`src/rtl/sram_pkg.sv`:
```
// Shared SRAM definitions: aspect-mode encodings and the slice extractor
// used to narrow a macro read word down to the addressed slice.
package sram_pkg;

    localparam int CONF_X32 = 0;
    localparam int CONF_X16 = 1;
    localparam int CONF_X8  = 2;
    localparam int CONF_X4  = 3;
    localparam int CONF_X2  = 4;
    localparam int CONF_X1  = 5;

    // Slice width is dw>>k; the slice is either zero-extended or tiled across dw.
    function automatic logic [63:0] extract_slice(input logic [63:0] word, input int dw,
                                                  input int k, input int addr, input logic fill);
        logic [63:0] res;
        int          w;
        int          base;
        int          idx;
        logic [5:0]  src;
        res  = '0;
        w    = dw >> k;
        base = (addr & ((1 << k) - 1)) * w;
        for (int b = 0; b < 64; b++) begin
            idx = fill ? (b & (w - 1)) : b;
            src = 6'(base + idx);
            if (b < dw && (fill || b < w))
                res[b] = word[src];
        end
        return res;
    endfunction

endpackage

```
`src/rtl/aligner_fifo.sv`:
```
// Small circular output buffer; the caller guarantees no push when full
// and no pop when empty.
module aligner_fifo #(
    parameter int WIDTH = 8,
    parameter int DEPTH = 3,
    localparam int PW   = (DEPTH > 1) ? $clog2(DEPTH) : 1,
    localparam int CW   = $clog2(DEPTH + 1)
) (
    input  logic             clk,
    input  logic             rst_n,
    input  logic             push,
    input  logic [WIDTH-1:0] push_data,
    input  logic             pop,
    output logic [WIDTH-1:0] head,
    output logic [CW-1:0]    count
);

    logic [WIDTH-1:0] mem [DEPTH];
    logic [PW-1:0]    wr_ptr;
    logic [PW-1:0]    rd_ptr;

    function automatic logic [PW-1:0] nxt(input logic [PW-1:0] p);
        return (p == PW'(DEPTH - 1)) ? '0 : p + 1'b1;
    endfunction

    always_ff @(posedge clk) begin
        if (push)
            mem[wr_ptr] <= push_data;
    end

    always_ff @(posedge clk or negedge rst_n) begin
        if (!rst_n) begin
            wr_ptr <= '0;
            rd_ptr <= '0;
            count  <= '0;
        end else begin
            if (push)
                wr_ptr <= nxt(wr_ptr);
            if (pop)
                rd_ptr <= nxt(rd_ptr);
            case ({push, pop})
                2'b10:   count <= count + 1'b1;
                2'b01:   count <= count - 1'b1;
                default: count <= count;
            endcase
        end
    end

    assign head = mem[rd_ptr];

endmodule

```
`src/rtl/read_aligner.sv`:
```
// Aligns SRAM read data to the requested aspect ratio; credit-based request
// acceptance guarantees the one-cycle-later push always has room.
module read_aligner
    import sram_pkg::*;
#(
    parameter int DATA_W  = 32,
    parameter int DEPTH   = 3,
    localparam int AW     = $clog2(DATA_W),
    localparam int CONF_W = $clog2(AW + 1)
) (
    input  logic              clk,
    input  logic              rst_n,
    input  logic              req_valid,
    output logic              req_ready,
    input  logic [CONF_W-1:0] req_conf,
    input  logic [AW-1:0]     req_addr,
    input  logic              req_fill,
    input  logic [DATA_W-1:0] sram_dout,
    output logic              out_valid,
    input  logic              out_ready,
    output logic [DATA_W-1:0] out_data,
    output logic              out_err
);

    localparam int CW = $clog2(DEPTH + 1);

    logic              inflight;
    logic [CONF_W-1:0] if_conf;
    logic [AW-1:0]     if_addr;
    logic              if_fill;
    logic              push_err;
    logic [DATA_W-1:0] push_word;
    logic [DATA_W:0]   head;
    logic [CW-1:0]     count;
    logic [CW:0]       occ;
    logic              accept;
    logic              pop;

    // Occupancy counts the in-flight read, so the FIFO never sees a push it cannot hold.
    assign occ       = (CW+1)'(count) + (CW+1)'(inflight);
    assign req_ready = rst_n && (occ < (CW+1)'(DEPTH));
    assign accept    = req_valid && req_ready;

    always_ff @(posedge clk or negedge rst_n) begin
        if (!rst_n) begin
            inflight <= 1'b0;
            if_conf  <= '0;
            if_addr  <= '0;
            if_fill  <= 1'b0;
        end else begin
            inflight <= accept;
            if (accept) begin
                if_conf <= req_conf;
                if_addr <= req_addr;
                if_fill <= req_fill;
            end
        end
    end

    always_comb begin
        push_err  = int'(if_conf) > AW;
        push_word = push_err ? sram_dout
                  : DATA_W'(extract_slice(64'(sram_dout), DATA_W, int'(if_conf),
                                          int'(if_addr), if_fill));
    end

    aligner_fifo #(.WIDTH(DATA_W + 1), .DEPTH(DEPTH)) u_fifo (
        .clk       (clk),
        .rst_n     (rst_n),
        .push      (inflight),
        .push_data ({push_err, push_word}),
        .pop       (pop),
        .head      (head),
        .count     (count)
    );

    assign out_valid = (count != '0);
    assign pop       = out_valid && out_ready;
    assign out_data  = out_valid ? head[DATA_W-1:0] : '0;
    assign out_err   = out_valid && head[DATA_W];

endmodule

```
`config.mk`:
```
export PLATFORM = sky130hd
export DESIGN_NAME = read_aligner
export DESIGN_NICKNAME = d
export VERILOG_FILES = /design/src/rtl/sram_pkg.sv /design/src/rtl/aligner_fifo.sv /design/src/rtl/read_aligner.sv
export SDC_FILE = /design/constraint.sdc
export NUM_CORES = 1
export LEC_CHECK = 0
export CORE_ASPECT_RATIO = 0.8
export CORE_MARGIN = 5
export CORE_UTILIZATION = 64
export DETAILED_ROUTE_END_ITERATION = 6
export GPL_TIMING_DRIVEN = 0
export PLACE_DENSITY = 0.87
export SYNTH_ARGS = -nofsm -noshare
export SYNTH_HDL_FRONTEND = slang
export SYNTH_SLANG_ARGS = --single-unit
```
`constraint.sdc`:
```
create_clock -name clk -period 11.2 [get_ports clk]
set_clock_uncertainty 0.05 [all_clocks]
set_input_delay 2.24 -clock clk [delete_from_list [all_inputs] [get_ports clk]]
set_output_delay 2.24 -clock clk [all_outputs]
set_load 0.05 [all_outputs]
```
# Yosys cells after proc, flatten, opt, wreduce, memory -nomap -nowiden
# Memories as Yosys holds them, arrays and structs flattened.
# Cells that the tools add are included.
[classes]
n_addsub = 38
multipliers = 1
magnitude_cmp = 66
eq_ne = 4
n_shift = 2
n_mux = 134
n_bitwise = 1
reduce_logical = 38
[ops]
columns = ["cell", "n"]
rows = [
  ["less-than comparator 6 x 32 -> 1 bit (first input constant)", 16],
  ["less-than comparator 5 x 32 -> 1 bit (first input constant)", 8],
  ["less-than comparator 6 x 7 -> 1 bit (second input constant)", 32],
  ["binary-select mux 1 bit (select 6 bit)", 32],
  ["less-than comparator 4 x 32 -> 1 bit (first input constant)", 4],
  ["adder 6 bit", 16],
  ["two-way mux 5 bit", 16],
  ["two-way mux 1 bit", 67],
  ["less-than comparator 3 x 32 -> 1 bit (first input constant)", 2],
  ["two-way mux 32 bit", 2],
  ["adder 6 x 5 -> 6 bit", 8],
  ["bitwise AND 6 x 32 -> 32 bit", 1],
  ["logical OR 1 bit", 32],
  ["less-than comparator 1 x 32 -> 1 bit (first input constant)", 1],
  ["less-than comparator 2 x 32 -> 1 bit (first input constant)", 1],
  ["multiplier 32 x 32 -> 6 bit", 1],
  ["two-way mux 4 bit", 8],
  ["<< shifter 1 x 3 -> 32 bit (first input constant)", 1],
  ["right shift 6 x 3 -> 32 bit (first input constant)", 1],
  ["subtractor 32 x 2 -> 32 bit (second input constant)", 1],
  ["adder 6 x 4 -> 6 bit", 4],
  ["adder 6 x 3 -> 6 bit", 2],
  ["two-way mux 3 bit", 4],
  ["two-way mux 2 bit", 4],
  ["12 further kinds", 20],
]
[totals]
register_bits = 16
ram_bits = 99
inputBits = 45
out_inout_bits = 35
wordCells = 292
mem_count = 1
[memory_table]
columns = ["memory", "depth", "word_bits", "read_ports", "rd_ports_with_merged_regs", "write_ports", "line_no", "rtl"]
rows = [
  ["u_fifo.mem", 3, 33, 1, 0, 1, "aligner_fifo.sv:18", "logic [WIDTH-1:0] mem [DEPTH];"],
]

# Depth between registers and ports, before layout
# Gate-level depths: netlist of the first run.
[logic_depth]
word_depth = 9
mapped_depth = 20
mapped_depth_nobuf = 18

# Cells and area by module
# Synthesis of the first run repeated with hierarchy kept, for this count alone.
[hier_totals]
cells_unflattened = 827
hier_area_um2 = 9135.0
[modules_own_cells]
columns = ["mod", "n_inst", "cells_each", "area_each_um2", "seq_area_each_um2"]
rows = [
  ["read_aligner", 1, 595, 5172.5, 250.2],
  ["aligner_fifo", 1, 232, 3962.6, 3123.0],
]

# Worst setup path after synthesis of the first run
# Ideal clock, no wire load.
[synth_timing]
path_kind = "input -> output"
startpoint = "in rst_n"
endpoint = "out req_ready"
arrival_ns = 3.452
required_ns = 8.910
setup_slack_ns = 5.458
stages = 2
n_path_buf = 0
cell_sequence = "inv_1 > a211oi_1"
[synth_via]
elab_chain_cells = 1
[synth_lines]
columns = ["element", "line_no", "rtl"]
rows = [
  ["start: declaration", "read_aligner.sv:12", "input logic rst_n,"],
  ["logical AND 1 bit", "read_aligner.sv:41", "assign req_ready = rst_n && (occ < (CW+1)'(DEPTH));"],
  ["end: declaration", "read_aligner.sv:14", "output logic req_ready,"],
]
# No other way between the ends.

# Final worst setup path of the first run
[layout_timing]
startpoint = "reg if_conf[2]"
endpoint = "mem u_fifo.mem[2][17] in the netlist's numbering, data pin"
[layout_via]
elab_chain_cells = 9
word_cells_on_any_way = 15
cone_classes = "add/sub: 3; mul: 1; order compare: 2; shift: 2; mux: 5; bitwise: 1; reduce/logical: 1"
[layout_lines]
columns = ["element", "line_no", "rtl"]
rows = [
  ["start: declaration", "read_aligner.sv:28", "logic [CONF_W-1:0] if_conf;"],
  ["start signal: assignment", "read_aligner.sv:53", "if_conf <= req_conf;"],
  ["<< shifter 1 x 3 -> 32 bit", "sram_pkg.sv:22", "base = (addr & ((1 << k) - 1)) * w;"],
  ["subtractor 32 x 2 -> 32 bit", "sram_pkg.sv:22", ""],
  ["bitwise AND 6 x 32 -> 32 bit", "sram_pkg.sv:22", ""],
  ["multiplier 32 x 32 -> 6 bit", "sram_pkg.sv:22", ""],
  ["adder 6 bit", "sram_pkg.sv:25", "src = 6'(base + idx);"],
  ["binary-select mux 1 bit (select 6 bit)", "sram_pkg.sv:27", "res[b] = word[src];"],
  ["two-way mux 1 bit (implied by the code)", "sram_pkg.sv:27", ""],
  ["two-way mux 1 bit", "sram_pkg.sv:26", "if (b < dw && (fill || b < w))"],
  ["two-way mux 32 bit (*)", "read_aligner.sv:62", "push_word = push_err ? sram_dout"],
  ["via push_word[17]", "read_aligner.sv:32", "logic [DATA_W-1:0] push_word;"],
  ["end: declaration", "aligner_fifo.sv:18", ""],
]
# Mark *: on every way through the listed nets, which the timed path passes. The rest lies on a longest branch. The select of a mux whose other input is x is not followed.

==> results.sh, run 1 <==
export IMPL_status="complete, but fails checks"
export IMPL_violations="design-rule violations"
export IMPL_clkTransAtPathRegs_ns=0.06
export IMPL_start_kind="flop"
export IMPL_setup_viol=0
export IMPL_cts_setup_buffers=0
export IMPL_core_sq_mm=0.0142
export IMPL_antenna_found_initial=0
export IMPL_async_reset_ff_frac=0.139
export IMPL_cts_resized=0
export IMPL_syn_inst=879
export IMPL_grt_first_pass_wirelength_um=48900
export IMPL_synth_common_cells="edfxtp_1, nor2_1, mux2i_1"
export IMPL_fin_crit_ns=7.57
export IMPL_grt_overflow=0
export IMPL_cts_hold_buf=0
export IMPL_die_area_sq_mm=0.0170
export IMPL_ys_ff_latch=115
export IMPL_critPathSlowestCell="clkbuf_1"
export IMPL_drc_errors=33
export IMPL_cts_root_buf="clkbuf_16"
export IMPL_die_y_um=118
export IMPL_final_max_slew_viol_count=0
export IMPL_crit_family="adder cells"
export IMPL_wl_per_cell_um=27.6
export IMPL_synth_most_common_cell="edfxtp_1"
export IMPL_whs_ns=0.456
export IMPL_endpoint_kind="flop"
export IMPL_synth_top_area_frac=0.320
export IMPL_cp_cell_sequence="clkbuf_2, inv_1, ha_1, inv_1, ha_1, nor2b_1, nand2_1, fa_1, inv_1, ha_1, fa_1, ha_1, ha_1, ha_1, clkbuf_1, clkbuf_1, a41oi_1, xor2_1, o31ai_1"
export IMPL_cts_num_sinks=115
export IMPL_placed_cells=1149
export IMPL_crit_top_cell="ha_1"
export IMPL_cts_buffers=17
export IMPL_tightest_slew_ns=1.14
export IMPL_drive_gt1_frac=0.116
export IMPL_timing_critical_path_buf_inv=6
export IMPL_gp_congestion=1.13
export IMPL_fin_crit_sh=0.676
export IMPL_syn_num_nets=962
export IMPL_rsz0062_at_grt="no"
export IMPL_ys_seq_area_frac=0.363
export IMPL_cts_tree="yes"
export IMPL_numPortBuffers=79
export IMPL_rrSetupSlack_ns=3.63
export IMPL_vias=8410
export IMPL_cap_violations=0
export IMPL_max_slew_margin_rel=0.237
export IMPL_clockBufferDepth=2
export IMPL_yosysWarnings=0
export IMPL_htree_levels=4
export IMPL_avgSynthCellArea_sq_um=10.6
export IMPL_first_global_vias=8125
export IMPL_hold_viol=0
export IMPL_synth_edf_count=99
export IMPL_dpl_worst_slack_ns=4.01
export IMPL_initial_utilization=0.652
export IMPL_max_stage_delay_ns=0.77
export IMPL_final_setup_tns_ns=0
export IMPL_clk_latency_ns=0.42
export IMPL_die_x_um=145
export IMPL_nets=1067
export IMPL_drt_total_wl_um=32600
export IMPL_vias_per_cell=7.12
export IMPL_setup_ws_ns=3.63
export IMPL_dp_hpwl_um=23100
export IMPL_crit_fanout=10
export IMPL_synth_ff_type="edfxtp_1"
export IMPL_synth_top_area_cell="edfxtp_1"
export IMPL_grt_max_degree=23
export IMPL_drtAntennaViolNets=0
export IMPL_max_freq_ghz=0.132
export IMPL_syn2layout_area_growth_pct=18.8
export IMPL_rows=39
export IMPL_yosys_top_cells_area="edfxtp_1, mux4_2, mux2i_1, xnor2_1, dfrtp_1"
export IMPL_first_iter_violations=1149
export IMPL_worstHoldPathType="flop to flop"
export IMPL_worstSetupPathType="flop to flop"
export IMPL_track_usage=0.383
export IMPL_firstDrtPassIters=7
export IMPL_num_io_pins=80
export IMPL_arrival_ns=7.64
export IMPL_cp_data_required_time_ns=11.27
export IMPL_final_cells=1182
export IMPL_ys_types=58
export IMPL_syn_area_sq_mm=0.00930
[final cells by class]
class	count	area, sq um
antenna	1	2.50
clock inverter	14	186
multi-input combinational	683	5610
inverter	16	62.6
sequential	115	3370
timing repair buffer	86	886
clock buffer	18	429
buffer	65	267
tap	184	230
fill	900	3200
[path summary, 6_finish.rpt]
check / from / endpoint / cells past startpoint
max: if_conf[2] / u_fifo.mem[2][17] / 19
min reg2reg: if_addr[2] / if_addr[2] / 1
min: if_addr[2] / if_addr[2] / 1
max in group asynchronous: rst_n / if_fill / 1
min in group asynchronous: rst_n / if_addr[4] / 1
max reg2reg: if_conf[2] / u_fifo.mem[2][17] / 19
[stage by stage]
step                 util  area (sq um)
floorplan               -          9300
global placement    0.724         10300
detailed placement  0.732         10400
CTS                 0.775         11000
global route        0.775         11000
finish              0.775         11000
[flip-flops by register name, indices dropped and copies added, names as in the netlist]
| signal | flops |
|---|---|
| if_addr | 5 |
| u_fifo.wr_ptr | 2 |
| inflight | 1 |
| if_fill | 1 |
| if_conf | 3 |
| u_fifo.count | 2 |
| u_fifo.rd_ptr | 2 |
| u_fifo.mem | 99 |
[per-layer routing]
metal	GRT usage	vias to the layer above	share of wire
met5	0	-	0
li1	-	3501	-
met4	0.170	0	0.055
met3	0.101	154	0.14
met2	0.563	780	0.44
met1	0.535	3975	0.36
[cells in the final DEF (no fill, tap or decap), drive strengths merged, types with 3 or more instances in the layout]
cell type,netlist,final
a31oi,18,18
dfrtp,16,16
xnor2,55,55
a22oi,12,12
a32o,11,11
inv,15,16
nor3,5,5
clkbuf,42,60
o21ai,13,13
nand2b,4,4
nor2,96,96
and3,6,6
bufinv,0,4
clkinvlp,0,3
xor2,34,34
a41oi,3,3
nor2b,13,13
o31ai,21,21
a211oi,5,5
clkinv,1,7
mux2,12,12
a31o,3,3
buf,23,30
edfxtp,99,99
or2,3,3
o21bai,3,3
ha,30,30
nand3,21,21
mux4,49,49
clkdlybuf4s50,0,79
and2,9,9
a21oi,69,69
mux2i,82,82
nand2,76,76
fa,8,8
[cells by family (layout without fill, tap and decap cells)]
group / Yosys count / count (layout) / share of synthesized area
buffers and inverters: 81 / 199 / 0.0354
other: 0 / 1 / 0
AOI/OAI and AO/OA: 170 / 170 / 0.118
and+or+nand+nor: 242 / 242 / 0.117
muxes: 143 / 143 / 0.223
adders and majority gates: 38 / 38 / 0.0576
xor gates and xnor gates: 90 / 90 / 0.0863
DFF: 115 / 115 / 0.363
Power of run 1 is left out: the tool's default activity adds up to more than one toggle a clock period on the data nets, which glitch-free logic cannot reach.
==> inputs of run 2 (changes only) <==
--- a/config.mk
+++ b/config.mk
@@ -7,10 +7,10 @@
 export LEC_CHECK = 0
 export CORE_ASPECT_RATIO = 0.8
 export CORE_MARGIN = 5
-export CORE_UTILIZATION = 64
+export CORE_UTILIZATION = 60
 export DETAILED_ROUTE_END_ITERATION = 6
 export GPL_TIMING_DRIVEN = 0
-export PLACE_DENSITY = 0.87
+export PLACE_DENSITY = 0.82
 export SYNTH_ARGS = -nofsm -noshare
 export SYNTH_HDL_FRONTEND = slang
 export SYNTH_SLANG_ARGS = --single-unit
==> constraint.sdc (replaced) <==
create_clock -name clk -period 7.75 [get_ports clk]
set_clock_uncertainty 0.05 [all_clocks]
set_input_delay 1.55 -clock clk [delete_from_list [all_inputs] [get_ports clk]]
set_output_delay 1.55 -clock clk [all_outputs]
set_load 0.05 [all_outputs]
==> results.sh, run 2 (same netlist as run 1, synthesis figures left out) <==
export IMPL_fin_crit_ns=7.49
export IMPL_dp_hpwl_um=22500
export IMPL_htree_levels=4
export IMPL_crit_fanout=10
export IMPL_cts_setup_buffers=0
export IMPL_cp_data_required_time_ns=7.73
export IMPL_rrSetupSlack_ns=0.26
export IMPL_final_cell_mix="edfxtp_1, nor2_1, mux2i_1"
export IMPL_crit_top_cell="ha_1"
export IMPL_timing_critical_path_buf_inv=7
export IMPL_antenna_found_initial=0
export IMPL_drc_errors=0
export IMPL_arrival_ns=7.47
export IMPL_reg_top3="u_fifo.mem (99), if_addr (5), if_conf (3)"
export IMPL_r2r_cells=20
export IMPL_core_sq_mm=0.0151
export IMPL_gp_congestion=1.12
export IMPL_largest_reg_flops=99
export IMPL_holdPathStages=1
export IMPL_drt_total_wl_um=30800
export IMPL_die_area_sq_mm=0.0181
export IMPL_grt_first_pass_wirelength_um=46700
export IMPL_fin_crit_sh=0.966
export IMPL_cts_buffers=17
export IMPL_critical_path_startpoint="if_conf[2]"
export IMPL_vias_per_cell=6.71
export IMPL_worstHoldPathType="flop to flop"
export IMPL_max_freq_ghz=0.134
export IMPL_antenna_cells=0
export IMPL_die_x_um=149
export IMPL_seqCellArea_sq_mm=0.00337
export IMPL_initial_utilization=0.615
export IMPL_die_y_um=121
export IMPL_rsz0062_at_grt="no"
export IMPL_regMostFlops="u_fifo.mem"
export IMPL_final_max_slew_viol_count=0
export IMPL_max_stage_delay_ns=1.08
export IMPL_final_setup_tns_ns=0
export IMPL_fill_cells=1090
export IMPL_layout_commonest_cell="edfxtp_1"
export IMPL_drive_gt1_frac=0.119
export IMPL_grt_max_degree=26
export IMPL_cts_root_buf="clkbuf_16"
export IMPL_clk_latency_ns=0.41
export IMPL_setup_viol=0
export IMPL_r2r_start="if_conf[2]"
export IMPL_min_to="if_addr[2]"
export IMPL_worstSetupPathType="flop to flop"
export IMPL_cp_cell_sequence="clkbuf_2, inv_1, ha_1, inv_1, ha_1, nor2b_1, nand2_1, fa_1, inv_1, ha_1, ha_1, ha_1, ha_1, clkbuf_1, clkbuf_1, and2_1, clkbuf_1, a21oi_1, xor2_1, o41ai_1"
export IMPL_worstHoldStart="if_addr[2]"
export IMPL_clockBufferDepth=2
export IMPL_cts_hold_buf=0
export IMPL_numPortBuffers=79
export IMPL_vias=8103
export IMPL_firstDrtPassIters=7
export IMPL_syn2layout_area_growth_pct=18.6
export IMPL_dpl_cell_area_sq_mm=0.0105
export IMPL_rr_endpoint="u_fifo.mem[2][14]"
export IMPL_clkTransAtPathRegs_ns=0.06
export IMPL_grt_overflow=0
export IMPL_cts_resized=0
export IMPL_status="complete, no violations"
export IMPL_rows=40
export IMPL_start_kind="flop"
export IMPL_multiInputGateArea_sq_mm=0.00561
export IMPL_endpoint_kind="flop"
export IMPL_cts_num_sinks=115
export IMPL_cts_tree="yes"
export IMPL_tightest_slew_ns=1.41
export IMPL_finish_instance_area_sq_mm=0.0110
export IMPL_hold_viol=0
export IMPL_nets=1067
export IMPL_num_io_pins=80
export IMPL_max_slew_margin_rel=0.0546
export IMPL_first_global_vias=7777
export IMPL_first_iter_violations=1117
export IMPL_critPathSlowestCell="o41ai_1"
export IMPL_track_usage=0.345
export IMPL_drtAntennaViolNets=0
export IMPL_cap_violations=0
export IMPL_wl_per_cell_um=25.5
export IMPL_crit_family="adder cells"
run 2: through the flow:
stage / hold slack (ns) / setup slack, ns / utilization / cells
finish: 0.453 / 0.261 / 0.730 / 1207
global route: 0.476 / 0.0153 / 0.730 / 1207
floorplan: 0.420 / 2.12 / - / 879
global placement: 0.440 / 0.656 / 0.685 / 1168
detailed placement: 0.441 / 0.631 / 0.692 / 1175
CTS: 0.457 / 0.557 / 0.730 / 1207
run 2: layout make-up:
cell class	instances	share of cell area
Buffer	65	0.0242
Clock buffer	20	0.0433
Clock inverter	12	0.00874
Inverter	16	0.00567
Multi-Input combinational cell	683	0.509
Sequential cell	115	0.306
Tap cell	210	0.0238
Timing Repair Buffer	86	0.0796
run 2: worst max-delay path by stage:
| stage | to | cells past startpoint |
|---|---|---|
| global placement | u_fifo.mem[2][30] | 20 |
| global route | u_fifo.mem[1][30] | 20 |
| finish | u_fifo.mem[2][14] | 20 |
| floorplan | u_fifo.mem[0][26] | 19 |
| CTS | u_fifo.mem[1][30] | 20 |
| detailed placement | u_fifo.mem[0][30] | 20 |
run 2: worst register-to-register path, stage by stage, from the launching register on:
cell	delay (ns)
dfrtp_1	0.45
clkbuf_2	0.21
inv_1	0.24
ha_1	0.33
inv_1	0.15
ha_1	0.30
nor2b_1	0.29
nand2_1	0.13
fa_1	0.52
inv_1	0.04
ha_1	0.27
ha_1	0.31
ha_1	0.45
ha_1	0.34
clkbuf_1	0.43
clkbuf_1	0.61
and2_1	0.24
clkbuf_1	0.34
a21oi_1	0.15
xor2_1	0.20
o41ai_1	1.08
run 2: layer usage:
metal	vias to the layer above	wire length, um	global-route usage
met4	0	1400	0.123
met3	127	4130	0.109
met2	593	13200	0.511
met5	-	0	0
li1	3495	-	-
met1	3888	12100	0.480
Power of run 2 is left out for the same reason.
==> inputs of run 3 (changes only) <==
--- a/config.mk
+++ b/config.mk
@@ -5,6 +5,7 @@
 export SDC_FILE = /design/constraint.sdc
 export NUM_CORES = 1
 export LEC_CHECK = 0
+export CAP_MARGIN = 0
 export CORE_ASPECT_RATIO = 0.8
 export CORE_MARGIN = 5
 export CORE_UTILIZATION = 60
==> results of run 3 <==
Final layout, timing and power as in run 2 (identical DEF).
Power of run 3 is left out for the same reason.
